===== config.mk =====
export PLATFORM = sky130hd
export DESIGN_NAME = pipe_hazard_ctrl
export DESIGN_NICKNAME = d
export VERILOG_FILES = /design/src/rtl/pipe_hazard_ctrl.sv
export SDC_FILE = /design/constraint.sdc
export NUM_CORES = 1
export LEC_CHECK = 0
export ABC_CLOCK_PERIOD_IN_PS = 2350
export BUFFER_PORTS_ARGS = -buffer_cell sky130_fd_sc_hd__buf_2
export CORE_MARGIN = 3
export CORE_UTILIZATION = 54
export CTS_CLUSTER_DIAMETER = 120
export CTS_CLUSTER_SIZE = 28
export DETAILED_ROUTE_END_ITERATION = 12
export HOLD_SLACK_MARGIN = 0.12
export PLACE_DENSITY_LB_ADDON = 0.15
export SLEW_MARGIN = 20
export SYNTH_ARGS = -nofsm -noshare
export SYNTH_HDL_FRONTEND = slang
export SYNTH_SLANG_ARGS = --single-unit

===== constraint.sdc =====
create_clock -name clk -period 2.35 [get_ports clk]
set_clock_uncertainty 0.1 [all_clocks]
set_input_delay 0.235 -clock clk [delete_from_list [all_inputs] [get_ports clk]]
set_output_delay 0.235 -clock clk [all_outputs]
set_load 0.02 [all_outputs]

===== src/rtl/pipe_hazard_ctrl.sv =====
// Pipeline sequencer for the 5-stage MIPS datapath: stage enables/flushes for load-use,
// taken-branch and data-memory freeze, plus a wait timeout and saturating profiling counters.
module pipe_hazard_ctrl #(
    parameter int CNT_W        = 32,
    parameter int WAIT_TIMEOUT = 16
) (
    input  logic             clk,
    input  logic             rst,
    input  logic [4:0]       if_id_rs,
    input  logic [4:0]       if_id_rt,
    input  logic             if_id_uses_rt,
    input  logic             id_ex_mem_read,
    input  logic [4:0]       id_ex_rt,
    input  logic             ex_mem_branch,
    input  logic             ex_mem_zero,
    input  logic             ex_mem_mem_read,
    input  logic             ex_mem_mem_write,
    input  logic             dmem_ready,
    output logic             pc_write,
    output logic             if_id_write,
    output logic             id_ex_write,
    output logic             ex_mem_write,
    output logic             mem_wb_write,
    output logic             if_id_flush,
    output logic             id_ex_flush,
    output logic             ex_mem_flush,
    output logic             pc_src,
    output logic             dmem_req,
    output logic             mem_error,
    output logic [CNT_W-1:0] stall_count,
    output logic [CNT_W-1:0] flush_count,
    output logic [CNT_W-1:0] wait_count
);
    // Memory handshake: dmem_req is held for as long as EX/MEM holds an access; the
    // access completes on the cycle dmem_ready=1, and until then the whole pipe freezes.
    typedef enum logic {RUN = 1'b0, WAIT = 1'b1} state_t;
    localparam int TMR_W = $clog2(WAIT_TIMEOUT + 1);

    state_t           state;
    logic [TMR_W-1:0] wait_tmr;
    logic             mem_acc, freeze, taken, lu, sel_taken, sel_lu;

    always_comb begin
        mem_acc   = ex_mem_mem_read | ex_mem_mem_write;
        freeze    = mem_acc & ~dmem_ready;
        taken     = ex_mem_branch & ex_mem_zero;
        lu        = id_ex_mem_read & (id_ex_rt != 5'd0) &
                    ((id_ex_rt == if_id_rs) | (if_id_uses_rt & (id_ex_rt == if_id_rt)));
        sel_taken = ~rst & ~freeze & taken;
        sel_lu    = ~rst & ~freeze & ~taken & lu;
    end

    always_comb begin
        pc_write     = 1'b1;
        if_id_write  = 1'b1;
        id_ex_write  = 1'b1;
        ex_mem_write = 1'b1;
        mem_wb_write = 1'b1;
        if_id_flush  = 1'b0;
        id_ex_flush  = 1'b0;
        ex_mem_flush = 1'b0;
        pc_src       = 1'b0;
        dmem_req     = mem_acc & ~rst;
        if (rst || freeze) begin
            pc_write     = 1'b0;
            if_id_write  = 1'b0;
            id_ex_write  = 1'b0;
            ex_mem_write = 1'b0;
            mem_wb_write = 1'b0;
            if_id_flush  = rst;
            id_ex_flush  = rst;
            ex_mem_flush = rst;
        end else if (taken) begin
            // A taken branch squashes the three younger instructions; lu is moot.
            if_id_flush  = 1'b1;
            id_ex_flush  = 1'b1;
            ex_mem_flush = 1'b1;
            pc_src       = 1'b1;
        end else if (lu) begin
            pc_write    = 1'b0;
            if_id_write = 1'b0;
            id_ex_flush = 1'b1;
        end
    end

    always_ff @(posedge clk) begin
        if (rst) begin
            state       <= RUN;
            wait_tmr    <= '0;
            mem_error   <= 1'b0;
            stall_count <= '0;
            flush_count <= '0;
            wait_count  <= '0;
        end else begin
            case (state)
                RUN:  if (freeze)  state <= WAIT;
                WAIT: if (!freeze) state <= RUN;
                default:           state <= RUN;
            endcase
            // The timer counts every frozen cycle, including the one that enters WAIT.
            if (freeze) begin
                if (wait_tmr != TMR_W'(WAIT_TIMEOUT))
                    wait_tmr <= wait_tmr + 1'b1;
                if (wait_tmr == TMR_W'(WAIT_TIMEOUT - 1))
                    mem_error <= 1'b1;
            end else begin
                wait_tmr <= '0;
            end
            if (sel_lu && stall_count != '1)
                stall_count <= stall_count + 1'b1;
            if (sel_taken && flush_count != '1)
                flush_count <= flush_count + 1'b1;
            if (freeze && wait_count != '1)
                wait_count <= wait_count + 1'b1;
        end
    end
endmodule

==> results.py, run 1 <==
metrics = {
    "run_status": {
        "status": "complete, no violations",
    },
    "pwr": {
        "power_density_mw_per_mm2": 465,
        "power_report.internal_total_uw": 2240,
        "total_leakage_power_uw": 0.00256,
        "power.share.clock_pct": 35.7,
        "sequentialPowerShare_pct": 58.5,
        "fraction_of_power_consumed_by_combinational_cells_pct": 5.8,
        "power.ir.vdd_worst_uv": 255,
        "p_switching_uw": 741,
        "power.share.switching_pct": 24.9,
    },
    "floorplan": {
        "fp.dieArea_mm2": 0.0111,
        "chipHeight_um": 105,
        "die_w_um": 105,
        "io_pins": 131,
        "floorplan.rows": 35,
        "core_region_area_mm2": 0.00942,
        "start_util_pct": 56.7,
    },
    "placed_design": {
        "hpwl_um": 9560,
        "finalWeightedCongestion": 0.898,
        "count_of_buffers_inserted_at_the_top_level_ports": 130,
        "place.detailed.instances": 881,
    },
    "worst_setup_path": {
        "longest_individual_stage_delay_on_the_worst_path_ns": 0.49,
        "crit_slowest_cell": "sky130_fd_sc_hd__or4_1",
        "worstSetupStartpoint": "stall_count[0]$_SDFFE_PP0P_",
        "critPathTopFamily": "simple AND/OR/NAND/NOR gates",
        "worst_setup_path_start_kind": "register",
        "critical_path_buf_inv_count": 0,
        "worstPathCellList": "ha_1, and2_1, nand4_1, nand4b_1, or4_1, a21oi_1",
        "cp-end-kind": "register",
        "cp_data_required_time_ns": 2.54,
        "worst-setup-path-type": "reg -> reg",
        "critPathArrivalTime_ns": 2.42,
        "r2r_startpoint": "stall_count[0]$_SDFFE_PP0P_",
        "critical_path_peak_fanout": 10,
    },
    "logic_synthesis": {
        "synth_area_mm2": 0.00534,
        "primary_ff_master_synth": "sky130_fd_sc_hd__dfxtp_1",
        "ys_seq_elements": 102,
        "synth_seq_area_share_pct": 38.3,
        "synth_warn": 0,
        "netlist.top_cell.by_area": "sky130_fd_sc_hd__dfxtp_1",
        "yosys.cell_types.count": 60,
        "synth_top_area_share_pct": 38.3,
        "syn_inst": 629,
        "synth_edf_count": 0,
        "synth_fp_nets": 659,
        "synthesized_area_divided_by_synthesized_cell_count_um2": 8.49,
        "synth-async-reset-ratio_pct": 0,
        "synth.area.top_cells": "sky130_fd_sc_hd__dfxtp_1, sky130_fd_sc_hd__xor2_1, sky130_fd_sc_hd__nor2_1",
    },
    "sta": {
        "period_needed_ns": 2.23,
        "timing.fmax_mhz": 449,
        "timing.slew.headroom_pct": 62.9,
        "rsz0062_at_grt": "no",
        "final-setup-viol-count": 0,
        "final_max_slew_viol_count": 0,
        "hold_viol": 0,
        "finalSetupTns_ns": 0,
        "worstMarginPinSlew_ns": 0.552,
        "timing.final.crit_share_pct": 94.8,
    },
    "global_route": {
        "grt_antenna_before_repair": 0,
        "vias_in_the_first_global_route": 4657,
        "grt_start_max_net_pins": 107,
        "grt-ovfl-total": 0,
        "grt.total_usage_pct": 23.0,
        "grt_first_pass_wirelength_um": 21700,
    },
    "clock_tree": {
        "clk-insertion-delay-late_ns": 0.36,
        "clk_root_buffer_cell": "sky130_fd_sc_hd__clkbuf_8",
        "clock_sink_count": 102,
        "cts_inserted_buffers": 9,
        "tritoncts": "done",
        "clkTransAtPathRegs_ns": 0.11,
        "cts-htree-levels": 3,
        "clock_path_buffers": 2,
    },
    "final_layout": {
        "final-instance-count-excl-fill": 899,
        "num-nets-final": 795,
        "commonest_non_fill_non_tap_cells_in_the_layout": "sky130_fd_sc_hd__buf_2, sky130_fd_sc_hd__dfxtp_1, sky130_fd_sc_hd__nor2_1, sky130_fd_sc_hd__nand3_1, sky130_fd_sc_hd__a21oi_1",
        "final_common_cell": "sky130_fd_sc_hd__buf_2",
        "filler_instances": 820,
        "proportion_of_layout_cells_with_a_drive_suffix_above_1_pct": 26.4,
        "diodes": 0,
        "syn2layout_area_growth_pct": 19.9,
    },
    "worst_hold_path": {
        "hold_path.class": "in -> reg",
        "timing.hold.worst.start": "dmem_ready",
    },
    "routing": {
        "detail_route.first_pass.iterations": 7,
        "drt_first_iter_violations": 273,
        "drt_wl_total_um": 13000,
        "detail_route.drc_violations": 0,
        "via_count": 5116,
        "viasPerCell": 5.69,
        "drt.antenna.violating_nets": 0,
        "avgRoutedWirePerCell_um": 14.5,
    },
    "run": {
        "max-cap-violations": 0,
    },
}
worst register-to-register path, cell delays in order, from the launching register on:
cell	delay [ns]
sky130_fd_sc_hd__dfxtp_1	0.38
sky130_fd_sc_hd__ha_1	0.24
sky130_fd_sc_hd__and2_1	0.29
sky130_fd_sc_hd__nand4_1	0.22
sky130_fd_sc_hd__nand4b_1	0.28
sky130_fd_sc_hd__or4_1	0.49
sky130_fd_sc_hd__a21oi_1	0.16
worst paths after layout:
path | endpoint | slack, ns | depth (start not counted)
max | stall_count[27]$_SDFFE_PP0P_ | 0.12 | 6
min | wait_tmr[4]$_SDFFE_PP0P_ | 0.17 | 3
max reg2reg | stall_count[27]$_SDFFE_PP0P_ | 0.12 | 6
min reg2reg | mem_error$_SDFFE_PP0P_ | 0.38 | 2
timing repair:
| item | CTS | global route |
|---|---|---|
| hold buffers | 0 | 0 |
| setup buffers | 0 | 2 |
| resized for setup | 0 | 2 |
| hold endpoints to repair | 0 | 0 |
| endpoints found under the setup margin | 0 | 12 |
Yosys cell counts, types with 3 or more instances:
cell,n
sky130_fd_sc_hd__a21oi_1,42
sky130_fd_sc_hd__and2_1,4
sky130_fd_sc_hd__and3_1,12
sky130_fd_sc_hd__and4_1,14
sky130_fd_sc_hd__buf_2,4
sky130_fd_sc_hd__buf_4,5
sky130_fd_sc_hd__buf_6,4
sky130_fd_sc_hd__clkbuf_1,20
sky130_fd_sc_hd__dfxtp_1,102
sky130_fd_sc_hd__ha_1,6
sky130_fd_sc_hd__inv_1,11
sky130_fd_sc_hd__mux2i_1,4
sky130_fd_sc_hd__nand2_1,42
sky130_fd_sc_hd__nand2b_1,3
sky130_fd_sc_hd__nand3_1,45
sky130_fd_sc_hd__nand4_1,33
sky130_fd_sc_hd__nand4_2,3
sky130_fd_sc_hd__nor2_1,68
sky130_fd_sc_hd__nor2b_1,6
sky130_fd_sc_hd__nor3_1,14
sky130_fd_sc_hd__nor3b_1,3
sky130_fd_sc_hd__nor4_1,5
sky130_fd_sc_hd__o21ai_0,26
sky130_fd_sc_hd__o31ai_1,13
sky130_fd_sc_hd__or3_1,24
sky130_fd_sc_hd__or4_1,15
sky130_fd_sc_hd__xnor2_1,23
sky130_fd_sc_hd__xor2_1,36
through the flow:
stage | instance area (µm²) | utilization, % | setup slack, ns | hold WS (ns) | power, µW
after global placement | 6190 | 65.7 | 0.143 | 0.355 | 1950
final | 6400 | 68.0 | 0.121 | 0.169 | 2980
after floorplan | 5340 | - | 0.0602 | 0.414 | 1890
after CTS | 6380 | 67.7 | 0.148 | 0.153 | 3010
after detailed placement | 6190 | 65.7 | 0.0862 | 0.373 | 1950
after global routing | 6400 | 68.0 | 0.00561 | 0.181 | 3100
power by group through the flow:
| stage | Clock, µW | Combinational, µW | Sequential (µW) |
|---|---|---|---|
| after detailed placement | 0 | 175 | 1780 |
| final | 1060 | 174 | 1740 |
| after global routing | 1160 | 193 | 1740 |
| after CTS | 1090 | 176 | 1740 |
| after global placement | 0 | 170 | 1780 |
| after floorplan | 0 | 109 | 1780 |
logic make-up after synthesis:
logic type                 synth area share, %
DFF                                       38.3
buffers and inverters                     4.17
AOI/OAI and AO/OA                         10.1
adders and majority gates                 1.41
xor gates and xnor gates                  9.68
and+or+nand+nor                           34.8
muxes                                     1.59
sequential cells by signal, summed over array words and instances (netlist names):
register     flops
mem_error        1
flush_count     32
wait_tmr         5
wait_count      32
stall_count     32
layer usage:
metal	track usage (%)	part of all wire [%]	up-vias
li1	-	-	2537
met1	30.9	45	2398
met2	38.1	48	161
met3	3.43	5.6	20
met4	7.40	1.8	0
met5	0	0	-
layout make-up:
| type | count | area, µm² | area share [%] |
|---|---|---|---|
| Tap cell | 129 | 161 | 2.52 |
| Inverter | 11 | 41.3 | 0.645 |
| Timing Repair Buffer | 159 | 883 | 13.8 |
| Clock buffer | 10 | 138 | 2.15 |
| Clock inverter | 6 | 52.6 | 0.821 |
| Sequential cell | 102 | 2040 | 31.9 |
| Multi-Input combinational cell | 482 | 3080 | 48.2 |
Note: power is estimated with default switching activity, not from simulation.
==> run 2: changes to the inputs <==
--- a/config.mk
+++ b/config.mk
@@ -7,11 +7,13 @@
 export LEC_CHECK = 0
 export ABC_CLOCK_PERIOD_IN_PS = 2350
 export BUFFER_PORTS_ARGS = -buffer_cell sky130_fd_sc_hd__buf_2
+export CAP_MARGIN = 20
 export CORE_MARGIN = 3
 export CORE_UTILIZATION = 54
 export CTS_CLUSTER_DIAMETER = 120
 export CTS_CLUSTER_SIZE = 28
 export DETAILED_ROUTE_END_ITERATION = 12
+export GPL_TIMING_DRIVEN = 0
 export HOLD_SLACK_MARGIN = 0.12
 export PLACE_DENSITY_LB_ADDON = 0.15
 export SLEW_MARGIN = 20
==> run 2 against run 1 <==
Utilization increased by 0.88 points. Setup slack better by 0.0027 ns. Hold slack gained 0.12 ns. Routed wire length is 9.4% higher. Power is 5.6% higher. Die area stayed put. Sequential share of layout area down 0.31 points. Non-clock buffer count rose by 8. Register-to-register slack about the same. Via count rose by 3.4%. Critical path depth increased by 1. Design area is 1.3% higher. Critical endpoint is now flush_count[12]$_SDFFE_PP0P_. Largest power group unchanged.
==> results.py, run 2 (same netlist as run 1, synthesis figures left out) <==
metrics = {
    "run_status": {
        "status": "complete, no violations",
    },
    "global_route": {
        "grt_start_max_net_pins": 16,
        "grt.total_usage_pct": 25.2,
        "grt_first_pass_wirelength_um": 23400,
        "grt_antenna_before_repair": 0,
        "vias_in_the_first_global_route": 4950,
        "grt-ovfl-total": 0,
    },
    "worst_setup_path": {
        "worst-setup-path-type": "reg -> reg",
        "rr_worst_depth": 7,
        "longest_individual_stage_delay_on_the_worst_path_ns": 0.57,
        "critical_path_peak_fanout": 10,
        "crit_slowest_cell": "sky130_fd_sc_hd__or4_4",
        "critPathArrivalTime_ns": 2.39,
        "critPathTopFamily": "simple AND/OR/NAND/NOR gates",
        "worstPathCellList": "and4_1, nand3_1, or4_4, buf_6, nand4_1, xor2_1, nor2_1",
        "cp-end-kind": "register",
        "cp_data_required_time_ns": 2.51,
        "critical_path_buf_inv_count": 1,
        "critical_path_depth": 7,
        "worst_setup_path_start_kind": "register",
    },
    "final_layout": {
        "commonest_non_fill_non_tap_cells_in_the_layout": "sky130_fd_sc_hd__buf_2, sky130_fd_sc_hd__dfxtp_1, sky130_fd_sc_hd__nor2_1, sky130_fd_sc_hd__nand3_1",
        "syn2layout_area_growth_pct": 21.4,
        "proportion_of_layout_cells_with_a_drive_suffix_above_1_pct": 26.4,
        "diodes": 0,
        "largestRegisters": "flush_count (32), stall_count (32), wait_count (32)",
        "util_after_layout_pct": 68.9,
        "finalInstanceArea_mm2": 0.00648,
        "final_common_cell": "sky130_fd_sc_hd__buf_2",
        "num-nets-final": 803,
    },
    "clock_tree": {
        "clock_sink_count": 102,
        "clk_root_buffer_cell": "sky130_fd_sc_hd__clkbuf_8",
        "cts-htree-levels": 3,
        "cts_inserted_buffers": 9,
        "clkTransAtPathRegs_ns": 0.10,
        "tritoncts": "done",
        "clock_path_buffers": 2,
        "clk-insertion-delay-late_ns": 0.37,
    },
    "routing": {
        "avgRoutedWirePerCell_um": 15.8,
        "drt_first_iter_violations": 276,
        "detail_route.first_pass.iterations": 5,
        "via_count": 5291,
        "viasPerCell": 5.85,
        "detail_route.drc_violations": 0,
        "drt.antenna.violating_nets": 0,
        "drt_wl_total_um": 14300,
    },
    "floorplan": {
        "io_pins": 131,
        "start_util_pct": 56.7,
        "floorplan.rows": 35,
        "die_w_um": 105,
        "core_region_area_mm2": 0.00942,
        "chipHeight_um": 105,
        "fp.dieArea_mm2": 0.0111,
    },
    "pwr": {
        "power.ir.vdd_worst_uv": 359,
        "power.share.switching_pct": 23.0,
        "power.share.clock_pct": 38.8,
        "p_switching_uw": 724,
        "power_report.internal_total_uw": 2420,
        "total_power_uw": 3140,
        "sequentialPowerShare_pct": 55.4,
        "power_density_mw_per_mm2": 485,
        "total_leakage_power_uw": 0.00258,
        "fraction_of_power_consumed_by_combinational_cells_pct": 5.8,
    },
    "sta": {
        "rsz0062_at_grt": "no",
        "timing.fmax_mhz": 449,
        "timing.final.crit_share_pct": 94.7,
        "final-setup-viol-count": 0,
        "final_max_slew_viol_count": 0,
        "fin_worst_hold_slack_ns": 0.288,
        "finalSetupTns_ns": 0,
        "period_needed_ns": 2.23,
        "timing.slew.headroom_pct": 31.8,
        "worstMarginPinSlew_ns": 1.01,
        "hold_viol": 0,
    },
    "worst_hold_path": {
        "hold_path.class": "in -> reg",
        "min_delay_path_depth": 3,
    },
    "placed_design": {
        "count_of_buffers_inserted_at_the_top_level_ports": 129,
        "finalWeightedCongestion": 0.844,
        "placedInstanceArea_mm2": 0.00614,
        "hpwl_um": 10300,
    },
    "run": {
        "max-cap-violations": 0,
    },
}
==> run 2: cell count changes in the layout (fill, tap and decap cells not counted), moves of 4 or more <==
cell,previous run,this run
sky130_fd_sc_hd__clkbuf_2,0,4
sky130_fd_sc_hd__buf_4,29,11
sky130_fd_sc_hd__dfxtp_2,0,5
sky130_fd_sc_hd__clkbuf_1,0,14
sky130_fd_sc_hd__buf_2,129,133
sky130_fd_sc_hd__dfxtp_1,102,97
sky130_fd_sc_hd__buf_6,0,4
==> run 2: layout make-up <==
type / instances / area [µm²]
Fill cell: 812 / 2930
Inverter: 11 / 41.3
Multi-Input combinational cell: 482 / 3150
Timing Repair Buffer: 135 / 691
Clock buffer: 10 / 138
Tap cell: 129 / 161
Sequential cell: 102 / 2050
Buffer: 32 / 179
Clock inverter: 4 / 72.6
==> run 2: through the flow <==
| step | worst slack [ns] | std cells |
|---|---|---|
| 2_1_floorplan | 0.0602 | 629 |
| 3_3_place_gp | -0.309 | 887 |
| 3_5_place_dp | -0.369 | 887 |
| 4_1_cts | 0.0221 | 901 |
| 5_1_grt | 0.000118 | 905 |
| 6_report | 0.124 | 905 |
==> run 2: metal layers <==
layer	GRT usage [%]	up-vias	wire length (µm)	part of all wire, %
met2	42.3	170	6980	49
met3	5.57	25	948	6.6
met1	32.5	2533	6090	43
li1	-	2563	-	-
met4	7.50	0	246	1.7
met5	0	-	0	0
==> run 2: final timing paths <==
| path | start | endpoint | slack (ns) |
|---|---|---|---|
| max | flush_count[9]$_SDFFE_PP0P_ | flush_count[12]$_SDFFE_PP0P_ | 0.12 |
| min | rst | stall_count[26]$_SDFFE_PP0P_ | 0.29 |
| max reg2reg | flush_count[9]$_SDFFE_PP0P_ | flush_count[12]$_SDFFE_PP0P_ | 0.12 |
| min reg2reg | mem_error$_SDFFE_PP0P_ | mem_error$_SDFFE_PP0P_ | 0.41 |
==> run 2: power by group through the flow <==
stage / sequential [µW] / clock [µW] / combinational [µW]
after floorplan: 1780 / 0 / 109
after global placement: 1780 / 0 / 178
after detailed placement: 1780 / 0 / 183
after CTS: 1740 / 1240 / 184
after global routing: 1740 / 1300 / 202
final: 1740 / 1220 / 184
==> run 2: what timing repair did <==
item / in CTS / in global routing
resized for setup: 3 / 20
hold buffers: 0 / 0
buffers inserted: 0 / 6
pin swaps: 0 / 1
endpoints found under the hold margin: 0 / 0
setup endpoints to repair: 2 / 37
==> run 2: worst reg2reg max path: cells and delay by family, from the launching register on <==
family                 cells  cell delay (ns)
flip-flops                 1             0.46
buffers and inverters      1             0.17
XOR/XNOR                   1             0.17
AND/OR/NAND/NOR            5             1.22
